===== config.mk =====
export PLATFORM = sky130hd
export DESIGN_NAME = result_collector
export DESIGN_NICKNAME = d
export VERILOG_FILES = /design/src/rtl/result_collector_pkg.sv /design/src/rtl/result_collector_fifo.sv /design/src/rtl/result_collector.sv
export SDC_FILE = /design/constraint.sdc
export NUM_CORES = 1
export LEC_CHECK = 0
export CAP_MARGIN = 25
export CORE_ASPECT_RATIO = 2
export CORE_MARGIN = 2
export CORE_UTILIZATION = 50
export DETAILED_ROUTE_END_ITERATION = 16
export PLACE_DENSITY = 0.71
export SYNTH_ARGS = -nofsm -noshare
export SYNTH_HDL_FRONTEND = slang
export SYNTH_HIERARCHICAL = 1
export SYNTH_SLANG_ARGS = --single-unit

===== constraint.sdc =====
create_clock -name clk -period 11.35 [get_ports clk]
set_clock_uncertainty 0.15 [all_clocks]
set_input_delay 3.405 -clock clk [delete_from_list [all_inputs] [get_ports clk]]
set_output_delay 3.405 -clock clk [all_outputs]
set_load 0.01 [all_outputs]

===== src/rtl/result_collector_pkg.sv =====
// Shared configuration for the accelerator result path: array geometry,
// element width, collector FIFO depth and the collector frame-state type.
package Config;

  localparam int sys_cols        = 3;
  localparam int P_BITWIDTH      = 32;
  localparam int COLLECTOR_DEPTH = 4;

  typedef enum logic [1:0] {
    IDLE,
    RUN,
    FLUSH
  } collector_state_e;

  typedef logic [sys_cols-1:0][P_BITWIDTH-1:0] result_row_t;

endpackage


===== src/rtl/result_collector_fifo.sv =====
// row_fifo: single-clock FIFO holding whole result rows, head visible
// combinationally; full/empty come from an extra wrap bit on each pointer.
module row_fifo
  import Config::*;
#(
  parameter int COLS  = sys_cols,
  parameter int P_W   = P_BITWIDTH,
  parameter int DEPTH = COLLECTOR_DEPTH
) (
  input  logic                      clk,
  input  logic                      rst,
  input  logic                      push_i,
  input  logic [COLS-1:0][P_W-1:0]  row_i,
  input  logic                      pop_i,
  output logic                      full_o,
  output logic                      empty_o,
  output logic [COLS-1:0][P_W-1:0]  head_o
);

  localparam int AW = $clog2(DEPTH);
  localparam int PW = AW + 1;

  typedef logic [COLS-1:0][P_W-1:0] row_t;

  row_t            mem_q [DEPTH];
  logic [PW-1:0]   wr_ptr_q, wr_ptr_d;
  logic [PW-1:0]   rd_ptr_q, rd_ptr_d;
  logic            do_push, do_pop;

  assign empty_o = (wr_ptr_q == rd_ptr_q);
  assign full_o  = (wr_ptr_q[AW] != rd_ptr_q[AW]) &&
                   (wr_ptr_q[AW-1:0] == rd_ptr_q[AW-1:0]);
  assign head_o  = mem_q[rd_ptr_q[AW-1:0]];

  // A pop in the same cycle frees the slot that a push into a full FIFO needs.
  assign do_pop  = pop_i && !empty_o;
  assign do_push = push_i && (!full_o || do_pop);

  always_comb begin
    wr_ptr_d = wr_ptr_q;
    rd_ptr_d = rd_ptr_q;
    if (do_push) wr_ptr_d = wr_ptr_q + PW'(1);
    if (do_pop)  rd_ptr_d = rd_ptr_q + PW'(1);
  end

  always_ff @(posedge clk) begin
    if (!rst) begin
      wr_ptr_q <= '0;
      rd_ptr_q <= '0;
    end else begin
      wr_ptr_q <= wr_ptr_d;
      rd_ptr_q <= rd_ptr_d;
    end
  end

  always_ff @(posedge clk) begin
    if (do_push) mem_q[wr_ptr_q[AW-1:0]] <= row_i;
  end

endmodule


===== src/rtl/result_collector.sv =====
// result_collector: captures result rows into row_fifo and streams them out one
// element per cycle. Define RESULT_COLLECTOR_RELU_EN to clamp negative elements to 0.
module result_collector
  import Config::*;
#(
  parameter int COLS   = sys_cols,
  parameter int P_W    = P_BITWIDTH,
  parameter int DEPTH  = COLLECTOR_DEPTH,
  parameter int ROWS_W = 8
) (
  input  logic                 clk,
  input  logic                 rst,
  input  logic                 start,
  input  logic [ROWS_W-1:0]    cfg_rows,
  input  logic                 in_valid,
  input  logic [COLS*P_W-1:0]  in_result,
  output logic [P_W-1:0]       out_data,
  output logic                 out_valid,
  input  logic                 out_ready,
  output logic                 out_last_col,
  output logic                 out_last_row,
  output logic                 busy,
  output logic                 done,
  output logic                 overflow
);

  localparam int CW = (COLS > 1) ? $clog2(COLS) : 1;
  localparam logic [CW-1:0] LAST_COL = CW'(COLS - 1);

  typedef logic [COLS-1:0][P_W-1:0] row_t;

  collector_state_e     state_q, state_d;
  logic [ROWS_W-1:0]    rows_left_in_q, rows_left_in_d;
  logic [ROWS_W-1:0]    rows_left_out_q, rows_left_out_d;
  logic [CW-1:0]        col_idx_q, col_idx_d;
  logic                 overflow_q, overflow_d;
  logic                 done_q, done_d;

  row_t                 in_row, head_row;
  logic                 fifo_full, fifo_empty;
  logic                 handshake, at_last_col, capture, push, pop, drop, last_hs;
  logic [ROWS_W-1:0]    start_rows;
  logic [P_W-1:0]       head_elem, out_elem;

  assign in_row = in_result;

  row_fifo #(
    .COLS  (COLS),
    .P_W   (P_W),
    .DEPTH (DEPTH)
  ) u_row_fifo (
    .clk     (clk),
    .rst     (rst),
    .push_i  (push),
    .row_i   (in_row),
    .pop_i   (pop),
    .full_o  (fifo_full),
    .empty_o (fifo_empty),
    .head_o  (head_row)
  );

  assign start_rows  = (cfg_rows == '0) ? ROWS_W'(1) : cfg_rows;
  assign handshake   = out_valid && out_ready;
  assign at_last_col = (col_idx_q == LAST_COL);
  assign pop         = handshake && at_last_col;
  assign capture     = in_valid && (state_q == RUN) && (rows_left_in_q != '0);
  // Dropped rows still count against both row budgets so the frame always ends.
  assign push        = capture && (!fifo_full || pop);
  assign drop        = capture && fifo_full && !pop;
  assign last_hs     = handshake && out_last_col && out_last_row;

  always_comb begin
    state_d         = state_q;
    rows_left_in_d  = rows_left_in_q;
    rows_left_out_d = rows_left_out_q - ROWS_W'(pop) - ROWS_W'(drop);
    col_idx_d       = col_idx_q;
    overflow_d      = overflow_q | drop;
    done_d          = 1'b0;

    if (handshake) col_idx_d = at_last_col ? '0 : col_idx_q + CW'(1);
    if (capture)   rows_left_in_d = rows_left_in_q - ROWS_W'(1);

    unique case (state_q)
      IDLE: begin
        if (start) begin
          state_d         = RUN;
          rows_left_in_d  = start_rows;
          rows_left_out_d = start_rows;
        end
      end
      // Leave RUN on the capturing edge so a one-row frame's final handshake lands in FLUSH.
      RUN: begin
        if (rows_left_in_d == '0) state_d = FLUSH;
      end
      FLUSH: begin
        if (last_hs || (fifo_empty && rows_left_out_q == '0)) begin
          state_d = IDLE;
          done_d  = 1'b1;
        end
      end
      default: state_d = IDLE;
    endcase
  end

  always_ff @(posedge clk) begin
    if (!rst) begin
      state_q         <= IDLE;
      rows_left_in_q  <= '0;
      rows_left_out_q <= '0;
      col_idx_q       <= '0;
      overflow_q      <= 1'b0;
      done_q          <= 1'b0;
    end else begin
      state_q         <= state_d;
      rows_left_in_q  <= rows_left_in_d;
      rows_left_out_q <= rows_left_out_d;
      col_idx_q       <= col_idx_d;
      overflow_q      <= overflow_d;
      done_q          <= done_d;
    end
  end

  assign head_elem = head_row[col_idx_q];

`ifdef RESULT_COLLECTOR_RELU_EN
  assign out_elem = head_elem[P_W-1] ? '0 : head_elem;
`else
  assign out_elem = head_elem;
`endif

  assign out_valid    = !fifo_empty;
  assign out_data     = out_valid ? out_elem : '0;
  assign out_last_col = out_valid && at_last_col;
  assign out_last_row = out_valid && (rows_left_out_q == ROWS_W'(1));
  assign busy         = (state_q != IDLE);
  assign done         = done_q;
  assign overflow     = overflow_q;

endmodule


==> results.md <==
Detailed routing:
- The final routed wirelength across all metal layers is 33.9 mm.
- The violation count after the first detailed-route iteration is 425.
- The detailed-route via count is 8321.
- For this run, design rule violations remaining after detail routing come to 0.
- In the routed layout, each cell is associated on average with a via count of 5.66.
- The remaining antenna violation count after routing is 0.
- The length of the first detailed-routing pass in iterations is 5.
- Dividing the detail-routed wire length by the instance count gives 23.1 um.

Synth:
- In the synthesized netlist the async set-or-reset flop fraction comes to 0%.
- The number of nets produced by synthesis is 978.
- The portion of the post-synthesis area used by sequential elements is 73.6%.
- Yosys mapped a number of flops with a built-in enable equal to 384.
- The per-instance average area after synthesis is 19.2 um^2.
- The number of warning messages in the yosys log is 6.
- The register bit total from synthesis is 414.
- Among all flip-flop cells after synthesis, the most frequent one is sky130_fd_sc_hd__edfxtp_1.
- The post-synthesis instance area is 0.0165 mm^2.
- The post-synthesis cell type count is 57.
- The instance count of the mapped netlist is 858.

Timing:
- The hold violation total from the final report came to 0.
- The worst hold slack across all endpoints is 0.386 ns.
- The number of max-slew violations in the final report is 0.
- For the pin with the worst max-slew slack, the measured transition is 0.976 ns.
- Setup violations remaining at the end of the flow were counted as 0.
- Setup repair after global routing left no endpoint under its margin.
- The final critical path takes up 63.7% of the cycle.
- The relative slew slack is 34.8%.
- The achievable frequency is 138 MHz.
- After layout, the minimum clock period comes to 7.23 ns.
- The setup TNS after final layout is 0 ns.

Critical path:
- The data arrival time at the worst-slack endpoint is 3.68 ns.
- The startpoint identified for the worst register-to-register timing path is u_row_fifo/rd_ptr_q[2]$_SDFFE_PN0P_.
- In this run the worst path has a maximum fanout of 45.
- Data on the critical path is required at its endpoint by 7.80 ns.
- STA classifies the critical path endpoint as a primary output.
- The nature of the critical path startpoint is a flip-flop.
- The setup path with the least slack is of type reg -> out.

Global routing:
- The global-route wire length before repair is 51.3 mm.
- After global routing the overflow that remains totals 0.
- The number of antenna violations at the first check in global routing is 4.
- The maximum number of pins on one net before global-route repair is 56.
- The via count of the first global-routing pass is 8850.
- The global-route total usage across every layer is 19.9%.

Min path:
- The start point of the worst hold path is u_row_fifo/rd_ptr_q[1]$_SDFFE_PN0P_.
- The class of the tightest hold or removal check is reg -> reg.

Clocking:
- The clock tree from TritonCTS is done.
- At the later pin of the worst-skew pair, clock insertion delay measures 0.51 ns.
- After clock tree synthesis, the repair step resized 0 gates.
- The H-tree generated during clock tree synthesis spans 2 levels.
- The number of buffers added by the clock tree synthesis step is 36.
- Clock tree synthesis selected as its root buffer the cell sky130_fd_sc_hd__clkbuf_16.
- After clock tree synthesis, the clock-pin slew on the worst setup and hold paths is 0.07 ns.
- The post-CTS repair timing setup buffer count is 0.
- No sink is reached through more buffers than the 3 on the longest clock path.
- The number of buffers added to fix hold violations after cts is 0.
- The number of sinks driven by the clock tree is 414.

Finish:
- Compared with the post-synthesis result, the final layout area differs by 18.3%.
- The final-stage net count is 1131.
- The total of fill cells in the finished design is 2465.
- Cells with a size suffix above 1 make up 17.4% of the layout.

Floorplanning:
- The core region area is 0.0327 mm^2.
- 147 I/O pins were placed.
- The height of the chip is 261 um.
- The standard-cell row count is 94.
- Once the floorplan was initialized, standard cells occupied 50.4% of the core.
- From left edge to right edge, the die measures 132 um.
- The die footprint is 0.0345 mm^2.

Placed design:
- The final HPWL from detailed placement is 21.0 mm.
- The number of port buffers is 146.
- Routability-driven placement finished with a final weighted congestion of 0.795.

Job:
- The number of maximum-capacitance constraint violations is 0.

Power and ir drop:
- The static leakage power is 6.02 nW.
- The worst-case IR drop observed on VDD is 0.000161 V.
- For this design the ratio of total power to cell area is 161 mW/mm^2.
- Total power for the finished layout comes to 3.13 mW.

Outcome:
- The flow ran to the end, and the final reports show no timing, DRC or antenna violations.
==> worst paths after layout <==
kind / to / slack, ns / cells after the start
max: out_data[19] / 4.12 / 7
min: flip-flop / 0.39 / 2
max reg2reg: u_row_fifo/mem_q[2][62]$_DFFE_PP_ / 6.47 / 10
min reg2reg: flip-flop / 0.39 / 2
==> sequential cells by signal, indices dropped and copies added (netlist names), named ones only <==
name and flops:
done 1, u_row_fifo/mem_q 384, col_idx_q 2, u_row_fifo/rd_ptr_q 3, rows_left_in_q 8, overflow 1
state_q 2, rows_left_out_q 8, u_row_fifo/wr_ptr_q 3
==> worst max-delay path, cell delays in order, from the launching register on <==
cell	delay, ns
sky130_fd_sc_hd__dfxtp_4	0.66
sky130_fd_sc_hd__buf_4	0.80
sky130_fd_sc_hd__mux4_2	0.61
sky130_fd_sc_hd__mux2i_1	0.15
sky130_fd_sc_hd__nor2_1	0.08
sky130_fd_sc_hd__a21oi_1	0.25
sky130_fd_sc_hd__nor2_1	0.08
sky130_fd_sc_hd__clkdlybuf4s50_1	0.51
==> cell type report <==
class | instances | area [um^2] | share of cell area [%]
Multi-Input combinational cell | 387 | 4080 | 20.9
Antenna cell | 1 | 2.50 | 0.0128
Timing Repair Buffer | 158 | 1570 | 8.06
Sequential cell | 414 | 12100 | 62.3
Tap cell | 432 | 541 | 2.77
Clock buffer | 42 | 945 | 4.85
Inverter | 14 | 52.6 | 0.270
Clock inverter | 22 | 163 | 0.834
==> cell usage in the layout, fill, tap and decap left out, types with 3 or more instances in the layout <==
cell	netlist	layout
sky130_fd_sc_hd__edfxtp_1	384	384
sky130_fd_sc_hd__clkdlybuf4s50_1	0	146
sky130_fd_sc_hd__mux4_2	96	96
sky130_fd_sc_hd__nor2_1	74	73
sky130_fd_sc_hd__a21oi_1	46	46
sky130_fd_sc_hd__mux2i_1	41	41
sky130_fd_sc_hd__clkbuf_16	0	37
sky130_fd_sc_hd__dfxtp_1	30	26
sky130_fd_sc_hd__nand2_1	23	23
sky130_fd_sc_hd__inv_1	14	14
sky130_fd_sc_hd__ha_1	11	11
sky130_fd_sc_hd__buf_4	0	11
sky130_fd_sc_hd__o21ai_0	10	10
sky130_fd_sc_hd__clkinv_2	0	9
sky130_fd_sc_hd__a31oi_1	7	7
sky130_fd_sc_hd__xnor2_1	7	7
sky130_fd_sc_hd__nand2b_1	6	6
sky130_fd_sc_hd__clkinv_1	0	6
sky130_fd_sc_hd__clkbuf_1	19	5
sky130_fd_sc_hd__or4_1	4	4
sky130_fd_sc_hd__nor3_1	4	4
sky130_fd_sc_hd__nor4_1	4	4
sky130_fd_sc_hd__clkinvlp_4	0	4
sky130_fd_sc_hd__a21boi_0	3	3
sky130_fd_sc_hd__xor2_1	3	3
sky130_fd_sc_hd__nor2b_1	4	3
sky130_fd_sc_hd__and2_4	0	3
==> synth_stat cells (5+ instances only) <==
cell type / number / area share (%)
sky130_fd_sc_hd__clkbuf_1: 19 / 0.43
sky130_fd_sc_hd__and2_1: 5 / 0.19
sky130_fd_sc_hd__xnor2_1: 7 / 0.37
sky130_fd_sc_hd__a21oi_1: 46 / 1.4
sky130_fd_sc_hd__edfxtp_1: 384 / 70
sky130_fd_sc_hd__ha_1: 11 / 0.84
sky130_fd_sc_hd__o21ai_0: 10 / 0.30
sky130_fd_sc_hd__nand2b_1: 6 / 0.23
sky130_fd_sc_hd__mux2i_1: 41 / 2.5
sky130_fd_sc_hd__nor2_1: 74 / 1.7
sky130_fd_sc_hd__buf_2: 15 / 0.46
sky130_fd_sc_hd__dfxtp_1: 30 / 3.6
sky130_fd_sc_hd__inv_1: 14 / 0.32
sky130_fd_sc_hd__a31oi_1: 7 / 0.27
sky130_fd_sc_hd__mux4_2: 96 / 13
sky130_fd_sc_hd__nand2_1: 23 / 0.52
==> cell families after synthesis <==
logic type	Yosys count	share of synthesized area, %
fa+ha+maj	11	0.835
xor+xnor	13	0.828
simple gates	144	4.26
flops	414	73.6
buf+inv	57	1.88
compound gates	82	2.95
mux	137	15.6
==> stage by stage <==
stage / setup WS, ns / std cells / instance area (um^2) / util (%)
CTS: 3.97 / 1469 / 19500 / 59.6
global placement: 4.08 / 1404 / 18400 / 56.1
detailed placement: 4.09 / 1405 / 18400 / 56.2
finish: 4.12 / 1470 / 19500 / 59.6
floorplan: 1.43 / 858 / 16500 / -
global route: 3.83 / 1470 / 19500 / 59.6
==> layer usage <==
layer / vias to the layer above / share of wire (%) / GRT usage [%]
met5: - / 0.038 / 0
met4: 2 / 2.7 / 5.97
met3: 55 / 4.1 / 2.84
met2: 212 / 58 / 39.5
met1: 4304 / 35 / 21.6
li1: 3748 / - / -
==> report_power, final <==
| part | switching (mW) | internal, mW | leakage, nW | total (mW) |
|---|---|---|---|---|
| sequential | 0.0216 | 1.71 | 3.71 | 1.73 |
| combinational | 0.130 | 0.114 | 1.77 | 0.243 |
| clock | 0.511 | 0.643 | 0.535 | 1.15 |
(Power assumes the default switching activity.)
